File: config.mk
export PLATFORM = sky130hd
export DESIGN_NAME = clock_health_monitor
export DESIGN_NICKNAME = d
export VERILOG_FILES = /design/src/rtl/clock_health_monitor.sv
export SDC_FILE = /design/constraint.sdc
export NUM_CORES = 1
export LEC_CHECK = 0
export CAP_MARGIN = 20
export CORE_MARGIN = 4
export CORE_UTILIZATION = 52
export DETAILED_ROUTE_END_ITERATION = 7
export GPL_TIMING_DRIVEN = 0
export PLACE_DENSITY = 0.77
export SYNTH_ARGS = -nofsm -noshare
export SYNTH_HDL_FRONTEND = slang
export SYNTH_HIERARCHICAL = 1
export SYNTH_SLANG_ARGS = --single-unit
File: constraint.sdc
create_clock -name clk -period 1.9 [get_ports clk]
set_input_delay 0.38 -clock clk [delete_from_list [all_inputs] [get_ports clk]]
set_output_delay 0.38 -clock clk [all_outputs]
set_load 0.01 [all_outputs]
File: src/rtl/clock_health_monitor.sv
// clock_health_monitor: per-clock frequency window check with hysteresis, lock-loss
// tracking and sticky alarms. Define CLK_MON_IRQ_EN to build the registered irq output.

module clock_health_chan #(
  parameter int GOOD_COUNT = 4,
  parameter int BAD_COUNT  = 2
) (
  input  logic clk,
  input  logic rst,
  input  logic en,
  input  logic lock_s,
  input  logic upd,
  input  logic in_win,
  input  logic clear,
  output logic good,
  output logic alarm
);
  typedef enum logic [1:0] {S_INIT, S_GOOD, S_BAD} state_t;

  localparam logic [3:0] GOOD_N = 4'(GOOD_COUNT);
  localparam logic [3:0] BAD_N  = 4'(BAD_COUNT);

  state_t     state;
  logic [3:0] good_cnt, bad_cnt;
  logic       to_bad, to_good;

  assign to_bad  = en & lock_s & upd & ~in_win & (state == S_GOOD) & (bad_cnt + 4'd1 == BAD_N);
  assign to_good = (good_cnt + 4'd1 == GOOD_N);

  always_ff @(posedge clk or negedge rst) begin
    if (!rst) begin
      state    <= S_INIT;
      good_cnt <= '0;
      bad_cnt  <= '0;
      good     <= 1'b0;
      alarm    <= 1'b0;
    end else begin
      // a GOOD->BAD transition in the clear cycle keeps the sticky set
      if (to_bad)     alarm <= 1'b1;
      else if (clear) alarm <= 1'b0;

      if (!en) begin
        state    <= S_GOOD;
        good     <= 1'b1;
        good_cnt <= '0;
        bad_cnt  <= '0;
      end else if (!lock_s) begin
        state    <= S_INIT;
        good     <= 1'b0;
        good_cnt <= '0;
        bad_cnt  <= '0;
      end else if (upd) begin
        case (state)
          S_INIT, S_BAD: begin
            if (!in_win) good_cnt <= '0;
            else if (to_good) begin
              state    <= S_GOOD;
              good     <= 1'b1;
              good_cnt <= '0;
              bad_cnt  <= '0;
            end else good_cnt <= good_cnt + 4'd1;
          end
          S_GOOD: begin
            if (in_win) bad_cnt <= '0;
            else if (to_bad) begin
              state    <= S_BAD;
              good     <= 1'b0;
              good_cnt <= '0;
              bad_cnt  <= '0;
            end else bad_cnt <= bad_cnt + 4'd1;
          end
          default: begin
            state <= S_INIT;
            good  <= 1'b0;
          end
        endcase
      end
    end
  end
endmodule

module clock_health_monitor #(
  parameter int NUM_CLK    = 3,
  parameter int TOL_HZ     = 12500,
  parameter int GOOD_COUNT = 4,
  parameter int BAD_COUNT  = 2
) (
  input  logic                    clk,
  input  logic                    rst,
  input  logic                    meas_tick,
  input  logic [NUM_CLK-1:0][31:0] fc_in,
  input  logic [NUM_CLK-1:0][31:0] exp_freq,
  input  logic                    lock_in,
  input  logic                    clear,
  output logic [NUM_CLK-1:0]      clk_good,
  output logic [NUM_CLK-1:0]      alarm_sticky,
  output logic                    lock_lost_sticky,
  output logic [15:0]             lock_loss_count,
  output logic                    all_good,
  output logic                    irq
);
  localparam int STAGES = 1;

  logic               lock_m, lock_s, lock_d, lock_fall;
  logic [STAGES:0]    vld_pipe;
  logic [NUM_CLK-1:0] in_win_c, in_win_q, ch_en;

  assign vld_pipe[0] = meas_tick & lock_s;
  assign lock_fall   = lock_d & ~lock_s;

  for (genvar g = 0; g < NUM_CLK; g++) begin : g_ch
    logic [32:0] fc33, ex33, diff;
    assign fc33        = {1'b0, fc_in[g]};
    assign ex33        = {1'b0, exp_freq[g]};
    assign diff        = (fc33 >= ex33) ? fc33 - ex33 : ex33 - fc33;
    assign in_win_c[g] = (diff <= 33'(TOL_HZ));
    assign ch_en[g]    = (exp_freq[g] != 32'd0);

    clock_health_chan #(.GOOD_COUNT(GOOD_COUNT), .BAD_COUNT(BAD_COUNT)) u_chan (
      .clk    (clk),
      .rst    (rst),
      .en     (ch_en[g]),
      .lock_s (lock_s),
      .upd    (vld_pipe[STAGES]),
      .in_win (in_win_q[g]),
      .clear  (clear),
      .good   (clk_good[g]),
      .alarm  (alarm_sticky[g])
    );
  end

  always_ff @(posedge clk or negedge rst) begin
    if (!rst) begin
      lock_m           <= 1'b0;
      lock_s           <= 1'b0;
      lock_d           <= 1'b0;
      vld_pipe[STAGES:1] <= '0;
      in_win_q         <= '0;
      lock_lost_sticky <= 1'b0;
      lock_loss_count  <= '0;
      all_good         <= 1'b0;
    end else begin
      lock_m <= lock_in;
      lock_s <= lock_m;
      lock_d <= lock_s;
      // losing lock drops any compare result still in flight
      vld_pipe[STAGES:1] <= lock_s ? vld_pipe[STAGES-1:0] : '0;
      if (vld_pipe[0]) in_win_q <= in_win_c;

      if (lock_fall) begin
        lock_lost_sticky <= 1'b1;
        if (clear)                         lock_loss_count <= 16'd1;
        else if (lock_loss_count != 16'hFFFF) lock_loss_count <= lock_loss_count + 16'd1;
      end else if (clear) begin
        lock_lost_sticky <= 1'b0;
        lock_loss_count  <= '0;
      end

      all_good <= (&clk_good) & lock_s;
    end
  end

`ifdef CLK_MON_IRQ_EN
  always_ff @(posedge clk or negedge rst) begin
    if (!rst) irq <= 1'b0;
    else      irq <= (|alarm_sticky) | lock_lost_sticky;
  end
`else
  assign irq = 1'b0;
`endif
endmodule

==> run_results.csv <==
group,metric,value,unit
hold_path,hp-class,"primary input to async pin",
grt,grt_pass1_vias,17000,
clock_network,postCtsHoldBufs,0,
floorplanning,ios,222,
yosys,syn_nets,2576,
drt,drtIter0Drc,1958,
floorplanning,die_w,179,um
setup_path,start_kind,"primary input",
drt,ant_nets,0,
yosys,ys_warn_count,6,
drt,first_pass_iters,8,
yosys,ys_seq_elements,58,
floorplanning,die_area,32200,sq um
setup_path,cp.required,2150,ps
finish,stdcell_area,22700,sq um
clock_network,cts_max_level,3,
setup_path,cp_slowest_stage_delay,540,ps
drt,drt_wl_total,58600,um
clock_network,cts_buffers,9,
finish,fin_cells,2973,
timing,finalSetupViolations,9,
clock_network,cts_tree,"yes",
setup_path,cp.arrival,3960,ps
timing,finClkSkew,7.82,ps
setup_path,end_kind,"flop",
grt,grt_pass1_wl,84200,um
timing,rsz0062_at_grt,"yes",
timing,setup_ws,-1810,ps
yosys,synthAdderAreaFrac,0.168,
finish,drive_gt1_frac,0.300,
timing,post-route-period-util,1.95,
placed_design,dpl.hpwl,41900,um
grt,grt_max_degree,33,
yosys,yosys.area.top_type_share,0.168,
setup_path,worst-setup-path-type,"primary input to flop",
timing,min_period,3710,ps
placed_design,port_buffers,220,
yosys,synth_area,15300,sq um
yosys,synth_top_cell_by_area,"ha_1",
yosys,synth_top_family_by_area,"compound AO/OA/AOI/OAI gates",
flow_run,maxCapViolations,0,
timing,finalHoldViolations,0,
yosys,synth_edf_count,0,
finish,final_util,0.785,
clock_network,cts_buffer_depth,2,
drt,drc,0,
setup_path,cpMaxStageDelayCell,"or4_4",
placed_design,placement.cell_area,18400,sq um
floorplanning,rows,62,
clock_network,ctsRootBufferMaster,"clkbuf_16",
finish,layout.nets,2983,
yosys,synth_cells,2174,
timing,maxSlewHeadroom,0.512,
floorplanning,fp.dieH,179,um
finish,syn_to_final_growth,48.4,%
finish,n_fill_cell,2064,
power_and_ir_drop,leakagePower,10.2,nW
floorplanning,design.core.area,28900,sq um
clock_network,path_clk_slew,60,ps
power_and_ir_drop,powerDensity,418,nW/um^2
placed_design,place.gp.congestion,0.973,
drt,vias_per_cell,6.43,
floorplanning,initial_core_util,0.529,
timing,fmax,269,MHz
power_and_ir_drop,totalPowerFinal,9.48,mW
timing,tightest_slew,724,ps
yosys,syn_avg_cell_area,7.02,sq um
run_status,status,"finished, violations left",
drt,vias,19100,
grt,grt_usage,0.312,
yosys,synth_simple_gate_area_frac,0.230,
drt,wl_per_cell,19.7,um
timing,maxSlewViolCount,0,
setup_path,crit_top_cell,"nand4_1",
yosys,synthXorXnorAreaFrac,0.0551,
yosys,yosysUniqueCellTypes,102,
grt,grt_overflow,0,
setup_path,crit_family,"simple AND/OR/NAND/NOR gates",
placed_design,dp.cells,2779,
yosys,synth_seq_area_share,0.0950,
run_status,failed_checks,"negative setup slack",
setup_path,worstPathMaxFanout,10,
yosys,ys_top_cells_by_area,"ha_1 (17%), dfrtp_1 (9.5%), a21oi_1 (7.7%)",
grt,grt_antenna_before_repair,4,
clock_network,worst_skew_pair.late_latency,320,ps
setup_path,cp.buffers_inverters,4,
setup_path,crit_chain,"clkdlybuf4s50_1 -> inv_1 -> ha_4 -> clkbuf_8 -> nand4_1 -> nor2_1 -> or4_4 -> o21a_4 -> buf_12 -> nor3_4 -> nor4_1 -> or3_1 -> a2111oi_2 -> nand4_1 -> a2bb2oi_2",
yosys,synth_compound_area_frac,0.330,
clock_network,clock_sinks,58,
timing,setup_tns,-5040,ps
yosys,synthMuxAreaShare,0.0302,
yosys,ys.flop_type,"dfrtp_1",
power_and_ir_drop,ir_drop,0.428,mV
yosys,synthArstFlopShare,1.00,
-- registers in the layout, indices dropped and copies added (netlist names) --
name / cells
lock_loss_count: 16
g_ch.u_chan/bad_cnt: 12
g_ch.u_chan/good_cnt: 12
g_ch.u_chan/alarm: 3
g_ch.u_chan/good: 3
g_ch.u_chan/state: 3
in_win_q: 3
all_good: 1
lock_d: 1
lock_lost_sticky: 1
lock_m: 1
lock_s: 1
vld_pipe: 1
-- cells by family (layout without fill, tap and decap cells) --
family / Yosys count / in the layout
AO/OA/AOI/OAI: 760 / 760
XOR/XNOR: 96 / 96
adder cells (fa/ha/maj): 205 / 205
buffers and inverters: 350 / 762
flip-flops: 58 / 58
multiplexers: 43 / 43
other: 1 / 4
AND/OR/NAND/NOR: 661 / 661
-- what timing repair did --
item | in CTS | in global routing
pin swaps | 77 | 155
cloned | 1 | 7
endpoints found under the setup margin | 43 | 30
resized for setup | 396 | 539
buffers inserted | 58 | 136
-- final timing paths --
check / start / slack, ps / cells after the start / to
min in group clk: lock_m$_DFF_PN0_ / 350 / 0 / lock_s$_DFF_PN0_
max: fc_in[56] / -1810 / 15 / in_win_q[1]$_DFFE_PN0P_
min reg2reg: lock_m$_DFF_PN0_ / 350 / 0 / lock_s$_DFF_PN0_
min: rst / 80 / 1 / lock_loss_count[2]$_DFFE_PN0P_
max reg2reg: lock_s$_DFF_PN0_ / -990 / 9 / in_win_q[1]$_DFFE_PN0P_
max in group asynchronous: rst / 1190 / 2 / vld_pipe[1]$_DFF_PN0_
-- cells in the final DEF (no fill, tap or decap), types with 48 or more instances in the layout --
cell and instances:
o21ai_0 114, clkdlybuf4s50_1 57, ha_4 72, clkbuf_2 48
inv_1 210, a21oi_1 197, ha_1 120, buf_4 191
nand4_1 65, nand2_1 131, nor2_1 128, a21o_1 68
-- area by class of cell --
cell class	count	area, sq um	area share
Multi-Input combinational cell	1766	15000	0.660
Timing Repair Buffer	422	3680	0.163
Sequential cell	58	1480	0.0652
Inverter	249	947	0.0418
Buffer	75	769	0.0340
Tap cell	384	480	0.0212
Clock buffer	10	239	0.0105
Clock inverter	6	88.8	0.00392
Antenna cell	3	7.51	0.000331
-- cell usage after synthesis, types with 7 or more instances --
cell type and count:
buf_2 17, nand4_1 65, or3_1 15, o2bb2ai_1 9, a221oi_1 12, nand2b_1 28
o21ai_0 140, o21bai_1 29, mux2i_1 28, nand3b_1 15, o32ai_1 11, clkbuf_1 73
a21oi_1 236, nor2_1 137, nand3_1 57, o31ai_1 12, and4_1 12, a22oi_1 7
nor3_1 30, a31oi_1 33, nand2_1 145, a2111oi_0 10, a211oi_1 42, mux2_2 8
xor2_1 47, and2_1 14, xnor2_1 49, or2_2 10, inv_1 248, dfrtp_1 58
o221ai_1 10, a21o_1 68, and3_1 18, o211ai_1 19, nor4_1 37, ha_1 205
nor2b_1 23, o21a_1 17
-- report_power, final --
| group | total [mW] | switching (mW) | leakage [nW] | internal (mW) |
|---|---|---|---|---|
| sequential | 1.27 | 0.0222 | 0.770 | 1.25 |
| clock | 1.78 | 0.600 | 0.155 | 1.18 |
| combinational | 6.42 | 3.51 | 9.26 | 2.92 |
-- metrics by stage --
stage                     setup WS [ps]  hold slack, ps
after floorplan                   -1490            84.4
after global placement            -2870             333
after detailed placement          -2870             343
after CTS                         -1790            93.2
after global routing              -1890             128
final                             -1810            81.4
-- routing by layer --
layer,vias up,track usage,wire (um),part of all wire
met4,2,0.0977,2080,0.035
li1,8812,-,-,-
met2,1025,0.521,27800,0.47
met5,-,0,11,0.00019
met3,179,0.0348,4410,0.075
met1,9102,0.424,24400,0.42
Power figures use the tool's default switching activity.
